### src/rtl/ioctl_rom_router_pkg.sv
`default_nettype none
// ============================================================================
// Module      : rom_router_pkg
// Description : Shared types and constants for the ioctl ROM router: the FIFO
//               item carrying one downloaded byte, the router FSM states and
//               the SDRAM byte-strobe encodings.
// Revision    : 1.0 - initial release
// ============================================================================
package rom_router_pkg;

    localparam int IOCTL_AW = 25;
    localparam int IOCTL_DW = 8;

    // One downloaded byte together with its byte address
    typedef struct packed {
        logic [IOCTL_AW-1:0] addr;
        logic [IOCTL_DW-1:0] data;
    } fifo_item_t;

    typedef enum logic [1:0] {
        IDLE  = 2'd0,
        POP   = 2'd1,
        ISSUE = 2'd2,
        WAIT  = 2'd3
    } state_e;

    // SDRAM byte strobes, {hi,lo}
    localparam logic [1:0] DS_LO = 2'b01;
    localparam logic [1:0] DS_HI = 2'b10;
    localparam logic [1:0] DS_W  = 2'b11;

endpackage
`default_nettype wire

### src/rtl/ioctl_rom_router_fifo.sv
`default_nettype none
// ============================================================================
// Module      : router_fifo
// Description : Small synchronous FIFO of downloaded bytes. The head is
//               presented combinationally; a push into a full FIFO is
//               accepted only when a pop happens in the same cycle.
// Revision    : 1.0 - initial release
// ============================================================================
module router_fifo
    import rom_router_pkg::*;
#(
    parameter int FIFO_DEPTH = 4
) (
    input  logic       clk_i,
    input  logic       rst_ni,
    input  logic       push_i,
    input  logic       pop_i,
    input  fifo_item_t wdata_i,
    output fifo_item_t rdata_o,
    output logic       full_o,
    output logic       empty_o
);

    localparam int PTR_W = (FIFO_DEPTH > 1) ? $clog2(FIFO_DEPTH) : 1;
    localparam logic [PTR_W:0] DEPTH_C = FIFO_DEPTH[PTR_W:0];

    fifo_item_t       mem_q [FIFO_DEPTH];
    logic [PTR_W-1:0] wr_ptr_q;
    logic [PTR_W-1:0] rd_ptr_q;
    logic [PTR_W:0]   count_q;
    logic             do_push;
    logic             do_pop;

    assign full_o  = (count_q == DEPTH_C);
    assign empty_o = (count_q == '0);
    assign do_pop  = pop_i && !empty_o;
    assign do_push = push_i && (!full_o || do_pop);
    assign rdata_o = mem_q[rd_ptr_q];

    // Storage array: written on an accepted push, no reset needed
    always_ff @(posedge clk_i) begin
        if (do_push) begin
            mem_q[wr_ptr_q] <= wdata_i;
        end
    end

    // Pointers and occupancy; depth is a power of two so pointers wrap freely
    always_ff @(posedge clk_i or negedge rst_ni) begin
        if (!rst_ni) begin
            wr_ptr_q <= '0;
            rd_ptr_q <= '0;
            count_q  <= '0;
        end else begin
            if (do_push) begin
                wr_ptr_q <= wr_ptr_q + 1'b1;
            end
            if (do_pop) begin
                rd_ptr_q <= rd_ptr_q + 1'b1;
            end
            case ({do_push, do_pop})
                2'b10:   count_q <= count_q + 1'b1;
                2'b01:   count_q <= count_q - 1'b1;
                default: count_q <= count_q;
            endcase
        end
    end

endmodule
`default_nettype wire

### src/rtl/ioctl_rom_router.sv
`default_nettype none
// ============================================================================
// Module      : ioctl_rom_router
// Description : Routes the data_io byte stream to NUM_PORTS SDRAM toggle
//               request write ports, each with its own byte-address window
//               and word base. Bytes are buffered in a FIFO, optionally
//               packed into 16-bit words, and rom_loaded is raised when the
//               download ends.
// Revision    : 1.0 - initial release
// ============================================================================
module ioctl_rom_router
    import rom_router_pkg::*;
#(
    parameter int                          NUM_PORTS   = 2,
    parameter int                          SD_AW       = 23,
    parameter int                          FIFO_DEPTH  = 4,
    parameter int                          PACK        = 1,
    parameter logic [NUM_PORTS*25-1:0]     PORT_LO     = {NUM_PORTS{25'h0}},
    parameter logic [NUM_PORTS*25-1:0]     PORT_HI     = {NUM_PORTS{25'h1FFFFFF}},
    parameter logic [NUM_PORTS*SD_AW-1:0]  PORT_BASE   = {(NUM_PORTS*SD_AW){1'b0}},
    parameter logic [7:0]                  INDEX_MATCH = 8'h00
) (
    input  logic                         clk_sys,
    input  logic                         reset_n,
    input  logic                         ioctl_download,
    input  logic [7:0]                   ioctl_index,
    input  logic                         ioctl_wr,
    input  logic [24:0]                  ioctl_addr,
    input  logic [7:0]                   ioctl_dout,
    output logic [NUM_PORTS-1:0]         port_req,
    input  logic [NUM_PORTS-1:0]         port_ack,
    output logic [NUM_PORTS*SD_AW-1:0]   port_a,
    output logic [NUM_PORTS*2-1:0]       port_ds,
    output logic [NUM_PORTS*16-1:0]      port_d,
    output logic [NUM_PORTS-1:0]         port_we,
    output logic                         rom_loaded,
    output logic                         busy,
    output logic                         overflow
);

    // ------------------------------------------------------------------
    // Capture and FIFO
    // ------------------------------------------------------------------
    logic       wr_q;
    logic       dl_q;
    logic       overflow_q;
    logic       rom_loaded_q;
    logic       capture;
    logic       dl_fall;
    logic       fifo_pop;
    logic       fifo_full;
    logic       fifo_empty;
    fifo_item_t fifo_in;
    fifo_item_t fifo_head;

    assign capture = ioctl_wr && !wr_q && ioctl_download && (ioctl_index == INDEX_MATCH);
    assign dl_fall = dl_q && !ioctl_download;
    assign fifo_in = '{addr: ioctl_addr, data: ioctl_dout};

    router_fifo #(
        .FIFO_DEPTH (FIFO_DEPTH)
    ) u_fifo (
        .clk_i   (clk_sys),
        .rst_ni  (reset_n),
        .push_i  (capture),
        .pop_i   (fifo_pop),
        .wdata_i (fifo_in),
        .rdata_o (fifo_head),
        .full_o  (fifo_full),
        .empty_o (fifo_empty)
    );

    // Edge detectors and the two sticky status flags
    always_ff @(posedge clk_sys or negedge reset_n) begin
        if (!reset_n) begin
            wr_q         <= 1'b0;
            dl_q         <= 1'b0;
            overflow_q   <= 1'b0;
            rom_loaded_q <= 1'b0;
        end else begin
            wr_q <= ioctl_wr;
            dl_q <= ioctl_download;
            // A pop in the same cycle frees a slot, so that case is not a drop
            if (capture && fifo_full && !fifo_pop) begin
                overflow_q <= 1'b1;
            end
            if (dl_fall) begin
                rom_loaded_q <= 1'b1;
            end
        end
    end

    // ------------------------------------------------------------------
    // Router FSM and datapath state
    // ------------------------------------------------------------------
    state_e                       state_q,     state_d;
    logic                         hold_v_q,    hold_v_d;
    logic [24:0]                  hold_addr_q, hold_addr_d;
    logic [7:0]                   hold_data_q, hold_data_d;
    logic                         flush_q,     flush_d;
    logic [24:0]                  word_addr_q, word_addr_d;
    logic [1:0]                   word_ds_q,   word_ds_d;
    logic [15:0]                  word_d_q,    word_d_d;
    logic [NUM_PORTS-1:0]         tgt_q,       tgt_d;
    logic [NUM_PORTS-1:0]         req_q,       req_d;
    logic [NUM_PORTS*SD_AW-1:0]   a_q,         a_d;
    logic [NUM_PORTS*2-1:0]       ds_q,        ds_d;
    logic [NUM_PORTS*16-1:0]      d_q,         d_d;

    // Window decode and SDRAM word address for the pending word, per port
    logic [NUM_PORTS-1:0]         hit;
    logic [NUM_PORTS*SD_AW-1:0]   calc_a;

    for (genvar gi = 0; gi < NUM_PORTS; gi++) begin : g_port
        localparam logic [24:0]      LO   = PORT_LO[gi*25 +: 25];
        localparam logic [24:0]      HI   = PORT_HI[gi*25 +: 25];
        localparam logic [SD_AW-1:0] BASE = PORT_BASE[gi*SD_AW +: SD_AW];

        assign hit[gi] = (word_addr_q >= LO) && (word_addr_q <= HI);
        // Wraps at SD_AW bits by design
        assign calc_a[gi*SD_AW +: SD_AW] = BASE + SD_AW'((word_addr_q - LO) >> 1);
    end

    // State and datapath registers
    always_ff @(posedge clk_sys or negedge reset_n) begin
        if (!reset_n) begin
            state_q     <= IDLE;
            hold_v_q    <= 1'b0;
            hold_addr_q <= '0;
            hold_data_q <= '0;
            flush_q     <= 1'b0;
            word_addr_q <= '0;
            word_ds_q   <= '0;
            word_d_q    <= '0;
            tgt_q       <= '0;
            req_q       <= '0;
            a_q         <= '0;
            ds_q        <= '0;
            d_q         <= '0;
        end else begin
            state_q     <= state_d;
            hold_v_q    <= hold_v_d;
            hold_addr_q <= hold_addr_d;
            hold_data_q <= hold_data_d;
            flush_q     <= flush_d;
            word_addr_q <= word_addr_d;
            word_ds_q   <= word_ds_d;
            word_d_q    <= word_d_d;
            tgt_q       <= tgt_d;
            req_q       <= req_d;
            a_q         <= a_d;
            ds_q        <= ds_d;
            d_q         <= d_d;
        end
    end

    // Next state: pop/pack the FIFO head, issue to targeted ports, await acks
    always_comb begin
        state_d     = state_q;
        hold_v_d    = hold_v_q;
        hold_addr_d = hold_addr_q;
        hold_data_d = hold_data_q;
        flush_d     = flush_q || dl_fall;
        word_addr_d = word_addr_q;
        word_ds_d   = word_ds_q;
        word_d_d    = word_d_q;
        tgt_d       = tgt_q;
        req_d       = req_q;
        a_d         = a_q;
        ds_d        = ds_q;
        d_d         = d_q;
        fifo_pop    = 1'b0;

        case (state_q)
            IDLE: begin
                if (!fifo_empty) begin
                    state_d = POP;
                end else if (flush_q) begin
                    if (hold_v_q) begin
                        state_d = POP;
                    end else begin
                        flush_d = dl_fall;
                    end
                end
            end

            POP: begin
                if (!fifo_empty) begin
                    if (PACK != 0) begin
                        if (hold_v_q) begin
                            hold_v_d    = 1'b0;
                            word_addr_d = hold_addr_q;
                            state_d     = ISSUE;
                            if (fifo_head.addr == hold_addr_q + 25'd1) begin
                                fifo_pop  = 1'b1;
                                word_ds_d = DS_W;
                                word_d_d  = {fifo_head.data, hold_data_q};
                            end else begin
                                // Head stays in the FIFO and is handled on the next pass
                                word_ds_d = DS_LO;
                                word_d_d  = {hold_data_q, hold_data_q};
                            end
                        end else if (!fifo_head.addr[0]) begin
                            fifo_pop    = 1'b1;
                            hold_v_d    = 1'b1;
                            hold_addr_d = fifo_head.addr;
                            hold_data_d = fifo_head.data;
                            state_d     = IDLE;
                        end else begin
                            fifo_pop    = 1'b1;
                            word_addr_d = fifo_head.addr;
                            word_ds_d   = DS_HI;
                            word_d_d    = {fifo_head.data, fifo_head.data};
                            state_d     = ISSUE;
                        end
                    end else begin
                        fifo_pop    = 1'b1;
                        word_addr_d = fifo_head.addr;
                        word_ds_d   = fifo_head.addr[0] ? DS_HI : DS_LO;
                        word_d_d    = {fifo_head.data, fifo_head.data};
                        state_d     = ISSUE;
                    end
                end else if (hold_v_q && flush_q) begin
                    // Download over and FIFO drained: flush the lone even byte
                    hold_v_d    = 1'b0;
                    flush_d     = dl_fall;
                    word_addr_d = hold_addr_q;
                    word_ds_d   = DS_LO;
                    word_d_d    = {hold_data_q, hold_data_q};
                    state_d     = ISSUE;
                end else begin
                    state_d = IDLE;
                end
            end

            ISSUE: begin
                tgt_d = hit;
                for (int i = 0; i < NUM_PORTS; i++) begin
                    if (hit[i]) begin
                        req_d[i]              = ~req_q[i];
                        a_d[i*SD_AW +: SD_AW] = calc_a[i*SD_AW +: SD_AW];
                        ds_d[i*2 +: 2]        = word_ds_q;
                        d_d[i*16 +: 16]       = word_d_q;
                    end
                end
                // An address outside every window is simply dropped
                state_d = (|hit) ? WAIT : IDLE;
            end

            WAIT: begin
                if (((port_ack ^ req_q) & tgt_q) == '0) begin
                    state_d = IDLE;
                end
            end

            default: state_d = IDLE;
        endcase
    end

    assign port_req   = req_q;
    assign port_a     = a_q;
    assign port_ds    = ds_q;
    assign port_d     = d_q;
    assign port_we    = {NUM_PORTS{ioctl_download}};
    assign rom_loaded = rom_loaded_q;
    assign overflow   = overflow_q;
    assign busy       = !fifo_empty || hold_v_q || (state_q != IDLE);

endmodule
`default_nettype wire

### config.mk
export PLATFORM = sky130hd
export DESIGN_NAME = ioctl_rom_router
export DESIGN_NICKNAME = d
export VERILOG_FILES = /design/src/rtl/ioctl_rom_router_pkg.sv /design/src/rtl/ioctl_rom_router_fifo.sv /design/src/rtl/ioctl_rom_router.sv
export SDC_FILE = /design/constraint.sdc
export NUM_CORES = 1
export LEC_CHECK = 0
export CAP_MARGIN = 0
export CORE_MARGIN = 1.5
export CORE_UTILIZATION = 50
export DETAILED_ROUTE_END_ITERATION = 10
export GPL_TIMING_DRIVEN = 0
export PLACE_DENSITY = 0.76
export SLEW_MARGIN = 10
export SYNTH_ARGS = -nofsm -noshare
export SYNTH_HDL_FRONTEND = slang
export SYNTH_HIERARCHICAL = 1
export SYNTH_SLANG_ARGS = --single-unit
### constraint.sdc
create_clock -name clk_sys -period 3.17 [get_ports clk_sys]
set_clock_uncertainty 0.05 [all_clocks]
set_input_delay 0.634 -clock clk_sys [delete_from_list [all_inputs] [get_ports clk_sys]]
set_output_delay 0.634 -clock clk_sys [all_outputs]
set_load 0.01 [all_outputs]
# Yosys cells after proc, flatten, opt, wreduce, memory -nomap -nowiden

Memory sizes are Yosys's and may differ from the RTL's.
Index checks and enable logic that the tools add are counted.

Shifts and indexed selects: 0
Reduce and logical (&&, ||, !) cells: 31
Bitwise operators: 7
Mux-type cells: 41
Equality and inequality tests: 11
$lt $le $gt $ge: 2
Add/subtract/negate cells: 5
$mul: 0
Div/mod/pow operators: 0

Operator list:

| cell                                                                | number |
|---|---|
| two-way mux 25 bit                                                  | 4 |
| two-way mux 16 bit                                                  | 5 |
| two-way mux 2 bit                                                   | 14 |
| adder 25 x 1 -> 25 bit (second input constant)                      | 1 |
| equality test 25 bit                                                | 1 |
| greater-or-equal comparator 25 x 1 -> 1 bit (second input constant) | 1 |
| <= comparator 25 bit (second input constant)                        | 1 |
| two-way mux 1 bit                                                   | 15 |
| logical AND 1 bit                                                   | 10 |
| logical NOT 8 bit                                                   | 1 |
| case mux 2 bit (4 select lines)                                     | 1 |
| equality test 2 bit (second input constant)                         | 3 |
| inequality test 3 bit (second input constant)                       | 2 |
| case mux 3 bit (2 select lines)                                     | 1 |
| AND reduction 3 bit                                                 | 2 |
| logical NOT 1 bit                                                   | 5 |
| inverter 1 bit                                                      | 5 |
| adder 2 x 1 -> 2 bit (second input constant)                        | 2 |
| equality test 2 x 1 -> 1 bit (second input constant)                | 2 |
| logical NOT 2 bit                                                   | 2 |
| logical OR 1 bit                                                    | 4 |
| AND reduction 2 bit                                                 | 2 |
| AND reduction 4 bit                                                 | 1 |
| nonzero test 2 bit                                                  | 2 |
| other kinds (10)                                                    | 10 |

Register bits: 175
Output and inout bits: 89
Memory bits (read-only): 0
Memories: 1
Word-level logic and storage cells: 118
Bits in latches: 0
Input port bits: 47
Memory bits (writable): 132

Memory list:

| memory       | words | bits a word | read ports | clocked after Yosys merged registers in | write ports | line                        | RTL |
|---|---|---|---|---|---|---|---|
| u_fifo.mem_q | 4     | 33          | 1          | 0                                       | 1           | ioctl_rom_router_fifo.sv:27 | `fifo_item_t mem_q [FIFO_DEPTH];` |

# Logic depth before layout (Yosys ltp)

Gate-level depths: netlist of run 1.

Depth in word-level cells: 11
Depth in mapped cells: 16
Mapped depth without buffers: 14

# Modules after synthesis

The synthesis of run 1 kept the hierarchy.

By module, submodules not included:

| module           | sequential area each (sq um) | times used | area an instance (sq um) | cells each |
|---|---|---|---|---|
| ioctl_rom_router | 3,128.0                      | 1          | 5,688.0                  | 445 |
| router_fifo      | 4,139.0                      | 1          | 5,187.5                  | 211 |

# Worst setup path after synthesis of run 1

OpenSTA, ideal clock, no wires.

Path kind: flip-flop to flip-flop
Start point: reg u_fifo.rd_ptr_q[0]
End point: reg u_fifo.count_q[2]
Slack: -353 ps
Setup time: 79 ps
Clock period less this slack: 3,523 ps
Arrival time: 3,394 ps
Cell stages (with the launch flop): 16
Required time: 3,041 ps
Path buffers: 2
Path through: dfrtp_1 buf_4 buf_2 mux4_2 xor2_1 nor4_1 and4_1 a21oi_1 nor2_1 o31a_2 ha_1 inv_1 fa_1 xor2_1 nor2_1 xor2_1

RTL lines:

| what                     | line                        | RTL |
|---|---|---|
| start: declaration       | ioctl_rom_router_fifo.sv:29 | `logic [PTR_W-1:0] rd_ptr_q;` |
| start signal: assignment | ioctl_rom_router_fifo.sv:58 | `rd_ptr_q <= rd_ptr_q + 1'b1;` |
| end signal: assignment   | ioctl_rom_router_fifo.sv:61 | `2'b10: count_q <= count_q + 1'b1;` |
| end signal: assignment   | ioctl_rom_router_fifo.sv:62 | `2'b01: count_q <= count_q - 1'b1;` |
| end signal: assignment   | ioctl_rom_router_fifo.sv:63 | `default: count_q <= count_q;` |
| end: declaration         | ioctl_rom_router_fifo.sv:30 | `logic [PTR_W:0] count_q;` |

==> results of run 1 <==
-- layer usage --
layer	global-route usage (%)	part of all wire (%)	wire (microns)	vias up
li1	-	-	-	2905
met1	27.7	42	10000	3265
met2	35.4	51	12300	233
met3	2.70	4.9	1180	37
met4	7.84	2.4	588	0
met5	0	0	0	-
-- kinds of logic (layout without fill, tap and decap cells) --
group	after synthesis	after routing	share of synthesized area (%)
and+or+nand+nor	98	110	5.38
DFF	264	264	66.8
AOI/OAI and AO/OA	61	61	4.69
adders and majority gates	6	6	0.759
muxes	108	108	14.6
xor gates and xnor gates	35	35	2.82
buffers and inverters	84	300	4.90
-- cells in the mapped netlist, types with 2 or more instances --
| library cell | count | share of area (%) |
|---|---|---|
| nor4_1 | 6 | 0.35 |
| a211o_1 | 2 | 0.16 |
| o211ai_1 | 6 | 0.41 |
| nor2_1 | 9 | 0.31 |
| nand2_1 | 13 | 0.45 |
| a21o_1 | 4 | 0.28 |
| dfrtp_1 | 132 | 30 |
| and2_2 | 4 | 0.28 |
| and4_1 | 2 | 0.16 |
| o21ai_0 | 4 | 0.18 |
| mux2_2 | 44 | 4.6 |
| edfxtp_1 | 132 | 36 |
| xor2_1 | 30 | 2.4 |
| buf_1 | 2 | 0.069 |
| buf_4 | 49 | 3.4 |
| a21oi_1 | 9 | 0.41 |
| inv_1 | 7 | 0.24 |
| nand3_1 | 8 | 0.37 |
| mux2_1 | 29 | 3.0 |
| buf_6 | 2 | 0.21 |
| ha_1 | 5 | 0.58 |
| buf_2 | 15 | 0.69 |
| mux4_2 | 33 | 6.8 |
| nor3_1 | 2 | 0.092 |
| a221o_1 | 29 | 2.7 |
| xnor2_1 | 5 | 0.40 |
| nand4_1 | 10 | 0.58 |
| a31oi_1 | 2 | 0.12 |
| and3_1 | 29 | 1.7 |
| nand2b_1 | 7 | 0.40 |
| clkbuf_1 | 9 | 0.31 |
-- stage by stage --
| step | worst slack, ps | hold slack (ps) | total power, mW | util (%) | cell area [sq um] |
|---|---|---|---|---|---|
| detailed placement | -643 | 418 | 10.2 | 59.9 | 12700 |
| CTS | -311 | 434 | 13.8 | 65.8 | 13900 |
| global placement | -3620 | 392 | 10.0 | 59.8 | 12600 |
| floorplan | -112 | 288 | 8.22 | - | 10900 |
| global route | -447 | 449 | 14.4 | 66.6 | 14100 |
| finish | -367 | 427 | 13.8 | 66.6 | 14100 |
-- where the power goes --
part | total, mW | leakage [nW] | switching, mW | internal (mW)
clock | 3.08 | 0.429 | 1.27 | 1.81
sequential | 5.04 | 2.80 | 0.644 | 4.40
combinational | 5.66 | 2.41 | 2.47 | 3.18
-- state kept, by name (all words and copies together) (netlist names), 2 cells and up --
register         count
u_fifo/rd_ptr_q      2
word_ds_q            2
u_fifo/count_q       3
hold_data_q          8
u_fifo/mem_q       132
port_d              16
port_req             2
word_addr_q         23
u_fifo/wr_ptr_q      2
state_q              2
port_a              23
hold_addr_q         24
port_ds              2
word_d_q            16
-- area by class of cell --
class / count / area (sq um) / share of cell area [%]
clock inverter: 13 / 121 / 0.861
clock buffer: 34 / 739 / 5.25
sequential: 264 / 7270 / 51.6
timing repair buffer: 169 / 1730 / 12.3
buffer: 77 / 563 / 4.00
multi-input combinational: 320 / 3300 / 23.4
tap: 275 / 344 / 2.44
inverter: 7 / 26.3 / 0.186
-- timing repair --
| action | CTS | global route |
|---|---|---|
| gates resized for setup | 23 | 17 |
| gates cloned | 7 | 7 |
| setup endpoints to repair | 136 | 137 |
| hold buffers | 1 | 0 |
| setup buffers | 22 | 8 |
| hold endpoints to repair | 38 | 0 |
| pin swaps | 17 | 4 |
-- worst min path at each step --
stage / from / end / slack (ps)
after floorplan: reset_n / dl_q$_DFF_PN0_ / 290
after global placement: tgt_q[0]$_DFFE_PN0N_ / tgt_q[0]$_DFFE_PN0N_ / 390
after detailed placement: rom_loaded$_DFFE_PN0P_ / rom_loaded$_DFFE_PN0P_ / 420
after CTS: rom_loaded$_DFFE_PN0P_ / rom_loaded$_DFFE_PN0P_ / 430
after global routing: rom_loaded$_DFFE_PN0P_ / rom_loaded$_DFFE_PN0P_ / 450
final: rom_loaded$_DFFE_PN0P_ / rom_loaded$_DFFE_PN0P_ / 430
==> key figures, run 1 <==
Final layout
  – Commonest non-fill, non-tap cell in the layout: clkdlybuf4s50_1
  – Commonest cells after routing, fill and taps aside: 134 x clkdlybuf4s50_1, 132 x dfrtp_1, 132 x edfxtp_1, 71 x buf_4, 44 x mux2_2
  – Ant diodes: 0
  – Final cell count without fillers: 1159
  – Share of cells above drive strength 1: 29.3%
  – Layout Nets: roughly 920
  – P&R area growth vs syn: 29.6%
  – Fill count: roughly 1400

Timing
  – Max Transition Viols Final: 0
  – Min Tclk post-route: roughly 3500 ps
  – Fmax: 0.283 GHz
  – Final setup TNS: -17150 ps
  – Hold Vio Cnt, Final: 0
  – Final setup viols: 136
  – Final worst-path cycle share: 112%
  – Slew headroom: between 40% and 50%
  – Worst Tran Pin Value: between 800 and 900 ps
  – RSZ-0062 raised after global routing: yes
  – Post-route setup slack: -367 ps

Routing
  – Post-Route WL: roughly 24000 microns
  – DR DRC count: 0
  – Remaining antenna violation count: 0
  – Vias: 6440
  – Wire per inst: around 21 microns
  – Via density: approximately 5.6
  – Initial DRT Pass Iterations: 7
  – Initial drt markers: slightly below 500

Critical path
  – FF-to-FF End: u_fifo/count_q[2]$_DFFE_PN0P_
  – WP buf/inv: 3
  – Crit-path max FO: 7
  – Crit path from: u_fifo/rd_ptr_q[0]$_DFFE_PN0P_
  – Crit path DAT: 3930 ps
  – R2r setup slk: -370 ps
  – Delay of the slowest critical-path stage: approximately 570 ps
  – CP Cell Sequence: buf_6 > buf_12 > mux4_2 > xor2_1 > nor4_2 > and4_4 > a21oi_4 > nor2_4 > o31a_4 > ha_4 > inv_2 > fa_2 > xor2_1 > nor2_1 > xor2_1
  – Reg-to-reg startpoint: u_fifo/rd_ptr_q[0]$_DFFE_PN0P_
  – Crit-path slowest cell: mux4_2
  – Worst path depth: 15
  – Crit path required time: between 3000 and 4000 ps
  – Delay-heaviest family, CP: simple AND/OR/NAND/NOR gates
  – Worst setup path end: u_fifo/count_q[2]$_DFFE_PN0P_
  – Setup CP Type: reg2reg
  – Crit start category: flip-flop
  – Endpoint class of the critical path: flip-flop
  – Crit-path most repeated cell: xor2_1
  – Cell depth of the worst flop-to-flop path: 15

Synthesis
  – Sequential area share after synthesis: between 60% and 70%
  – Area of the mapped netlist: 10900 sq um
  – Synth warn: 6
  – Synth Area per Inst: around 17 sq um
  – Count of cell types in the netlist: between 40 and 50
  – Async SR Flop Fraction: about half
  – Synthesized flop and latch total: between 200 and 300
  – Mapped Cells: approximately 660
  – Top FF cell, synth: edfxtp_1
  – Number of synthesized flops with an enable pin: around 130
  – Synth Net Count: just over 700

Outcome
  – Status: complete, but fails checks
  – Failing checks: negative setup slack

Floorplanning
  – Initial Utilization: 51.4%
  – Ports: between 100 and 150
  – Num rows: 53
  – Die H: 150 microns
  – Die span in x: about 150 microns
  – Die ar.: approximately 23000 sq um
  – CORE AREA: approximately 21000 sq um

GRT
  – Initial antenna violation count: 0
  – Grt ovf: 0
  – GR Util All Layers: between 20% and 30%
  – Largest net degree at the start of global routing: 95
  – First-pass GRT wire length: approximately 36000 microns
  – Vias in the first global route: ~6500

Flow run
  – # Max-Cap Violations: 0

Place
  – Routability congestion estimate: just under 0.9
  – Dpl cells: 1067
  – Hpwl dp: about 15000 microns
  – Port Buf Inserts: roughly 140

Clock network
  – TritonCTS clock tree: yes
  – Max Root-Sink Buffers: 3
  – Clock transition at path regs: approximately 70 ps
  – Clock sink total: around 260
  – Inserted Clock Buffers: 26
  – Root buf cell: clkbuf_16
  – H-tree depth: 1
  – Clk Latency, worst-skew pair: around 540 ps

Power
  – Power Density: approximately 980 nW/um^2
  – P_leak: approximately 5.6 nW
  – VDD IR max: 0.000503 V

Hold path
  – Hold depth: 1
  – Worst Hold Class: reg2reg
(Power assumes the default switching activity.)
==> run 2: changes to the inputs <==
--- a/config.mk
+++ b/config.mk
@@ -11,7 +11,7 @@
 export DETAILED_ROUTE_END_ITERATION = 10
 export GPL_TIMING_DRIVEN = 0
 export PLACE_DENSITY = 0.76
-export SLEW_MARGIN = 10
+export SLEW_MARGIN = 40
 export SYNTH_ARGS = -nofsm -noshare
 export SYNTH_HDL_FRONTEND = slang
 export SYNTH_HIERARCHICAL = 1
==> key figures, run 2 (synthesis gave the netlist of run 1 again) <==
Outcome
  – Status: complete, but fails checks (unchanged)
  – Failing checks: negative setup slack (unchanged)

Power
  – Logic pwr share: 41.5% (was 41.1%)
  – Net switching power of the design: 4.41 mW (was 4.39 mW)
  – Net Sw Frac: 32.1% (was 31.9%)
  – Seq pwr share: 36.8% (was 36.6%)
  – Power Density: 969 nW/um^2 (was 978 nW/um^2)
  – P_leak: 5.66 nW (was 5.64 nW)
  – Clock share of power: 21.6% (was 22.4%)
  – Internal power: 9.32 mW (was 9.39 mW)
  – VDD IR max: 0.000482 V (was 0.000503 V)

Final layout
  – Final core occ: 66.9% (was 66.6%)
  – P&R area growth vs syn: 30.2% (was 29.6%)
  – Commonest cells after routing, fill and taps aside: 134 x clkdlybuf4s50_1, 132 x dfrtp_1, 132 x edfxtp_1, 74 x buf_4, 44 x mux2_2 (was 134 x clkdlybuf4s50_1, 132 x dfrtp_1, 132 x edfxtp_1, 71 x buf_4, 44 x mux2_2)
  – Ant diodes: 0 (unchanged)
  – Final cell count without fillers: 1162 (was 1159)
  – Largest regs: u_fifo/mem_q x132, hold_addr_q x24 (unchanged)
  – Max reg flops: 132 (unchanged)
  – Commonest non-fill, non-tap cell in the layout: clkdlybuf4s50_1 (unchanged)
  – Fill count: 1385 (was 1401)
  – Biggest register: u_fifo/mem_q (unchanged)
  – Layout Nets: 920 (was 918)
  – Post-route cell area: 14200 sq um (was 14100 sq um)
  – Share of cells above drive strength 1: 29.9% (was 29.3%)

Critical path
  – Crit path DAT: 3870 ps (was 3930 ps)
  – Reg-to-reg startpoint: u_fifo/rd_ptr_q[0]$_DFFE_PN0P_ (unchanged)
  – Endpoint class of the critical path: flip-flop (unchanged)
  – Delay-heaviest family, CP: simple AND/OR/NAND/NOR gates (unchanged)
  – Crit path required time: 3570 ps (about the same)
  – Crit path from: u_fifo/rd_ptr_q[0]$_DFFE_PN0P_ (unchanged)
  – WP buf/inv: 3 (unchanged)
  – Crit-path max FO: 8 (was 7)
  – Crit start category: flip-flop (unchanged)
  – Delay of the slowest critical-path stage: 560 ps (was 570 ps)
  – Crit-path slowest cell: mux4_2 (unchanged)
  – CP Cell Sequence: buf_12 > buf_12 > mux4_2 > xor2_2 > nor4_4 > and4_4 > a21oi_4 > nor2_4 > o31a_4 > ha_4 > inv_2 > fa_2 > xor2_1 > nor2_1 > xor2_1 (was buf_6 > buf_12 > mux4_2 > xor2_1 > nor4_2 > and4_4 > a21oi_4 > nor2_4 > o31a_4 > ha_4 > inv_2 > fa_2 > xor2_1 > nor2_1 > xor2_1)
  – R2r setup slk: -300 ps (was -370 ps)
  – Setup CP Type: reg2reg (unchanged)

Routing
  – Remaining antenna violation count: 0 (unchanged)
  – DR DRC count: 0 (unchanged)
  – Initial DRT Pass Iterations: 5 (was 7)
  – Vias: 6480 (was 6440)
  – Highest metal used: met4 (unchanged)
  – Wire per inst: 20.5 microns (was 20.8 microns)
  – Post-Route WL: 23800 microns (was 24100 microns)
  – Initial drt markers: 471 (was 490)
  – Met2 wire len: 12200 microns (was 12300 microns)
  – Via density: 5.58 (was 5.56)
  – WL met1: 9900 microns (was 10000 microns)
  – Wire length on met3: 1240 microns (was 1180 microns)

Place
  – Hpwl dp: 15000 microns (about the same)
  – Placed cell areas: 12700 sq um (about the same)
  – Dpl cells: 1067 (unchanged)
  – Routability congestion estimate: 0.866 (unchanged)
  – Port Buf Inserts: 135 (unchanged)

Timing
  – Worst Tran Pin Value: 552 ps (was 804 ps)
  – Hold Vio Cnt, Final: 0 (unchanged)
  – Max Transition Viols Final: 0 (unchanged)
  – Fmax: 0.288 GHz (was 0.283 GHz)
  – Final setup viols: 94 (was 136)
  – Slew headroom: 63.1% (was 46.0%)
  – Min Tclk post-route: 3470 ps (was 3540 ps)
  – Post-route setup slack: -301 ps (was -367 ps)
  – Final worst-path cycle share: 109% (was 112%)
  – Final setup TNS: -7640 ps (was -17150 ps)
  – RSZ-0062 raised after global routing: yes (unchanged)

Clock network
  – Inserted Clock Buffers: 26 (unchanged)
  – Clk Latency, worst-skew pair: 530 ps (was 540 ps)
  – Clock transition at path regs: 60 ps (was 70 ps)
  – Number of hold buffers added after CTS: 0 (was 1)
  – TritonCTS clock tree: yes (unchanged)
  – Max Root-Sink Buffers: 3 (unchanged)
  – H-tree depth: 1 (unchanged)
  – Clock sink total: 264 (unchanged)
  – Root buf cell: clkbuf_16 (unchanged)

Floorplanning
  – Die ar.: 22600 sq um (unchanged)
  – Die span in x: 150 microns (unchanged)
  – Die H: 150 microns (unchanged)
  – Num rows: 53 (unchanged)
  – Initial Utilization: 51.4% (unchanged)
  – Ports: 136 (unchanged)
  – CORE AREA: 21200 sq um (unchanged)

GRT
  – First-pass GRT wire length: 35600 microns (was 36000 microns)
  – Initial antenna violation count: 0 (unchanged)
  – Grt ovf: 0 (unchanged)
  – Largest net degree at the start of global routing: 68 (was 95)
  – Vias in the first global route: 6486 (was 6505)
  – GR Util All Layers: 20.7% (was 20.9%)

Hold path
  – Worst Hold Class: in2async (was reg2reg)

Flow run
  – # Max-Cap Violations: 0 (unchanged)
[run 2: worst paths after layout]
kind,end,depth (start not counted)
max,u_fifo/count_q[2]$_DFFE_PN0P_,15
min,u_fifo/wr_ptr_q[0]$_DFFE_PN0P_,1
max reg2reg,u_fifo/count_q[2]$_DFFE_PN0P_,15
min reg2reg,rom_loaded$_DFFE_PN0P_,1
max in group asynchronous,port_a[35]$_DFFE_PN0P_,2
min in group clk_sys,rom_loaded$_DFFE_PN0P_,1
[run 2: cell type report]
cell class                 count  area, sq um  area share, %
buffer                        77          572           4.04
clock buffer                  34          729           5.15
clock inverter                14          100          0.707
inverter                       7         26.3          0.186
multi-input combinational    318         3310           23.4
sequential                   264         7270           51.3
tap                          275          344           2.43
timing repair buffer         173         1810           12.8
[run 2: metrics by stage]
| step | setup slack [ps] | hold slack [ps] | power [mW] |
|---|---|---|---|
| after detailed placement | -649 | 417 | 10.2 |
| after global routing | -410 | 45.4 | 14.4 |
| final | -301 | 2.45 | 13.7 |
| after CTS | -322 | 15.9 | 13.6 |
| after global placement | -3620 | 392 | 10.0 |
| after floorplan | -112 | 288 | 8.22 |
[run 2: repair_timing]
action | 4_1_cts | 5_1_grt
resized for setup | 24 | 17
setup endpoints to repair | 136 | 137
pin swaps | 19 | 0
buffers inserted | 24 | 11
gates cloned | 7 | 6
[run 2: per-layer routing]
layer / GRT usage [%] / up-vias
li1: - / 2899
met1: 27.5 / 3282
met2: 35.3 / 253
met3: 2.64 / 46
met4: 7.35 / 0
met5: 0 / -
[run 2: power by group through the flow]
stage                     sequential [mW]  combinational [mW]  clock [mW]
after global routing                 5.15                6.09        3.14
after floorplan                      5.00                3.22           0
after detailed placement             5.09                5.11           0
after CTS                            5.04                5.56        3.01
final                                5.05                5.70        2.97
after global placement               5.03                4.98           0
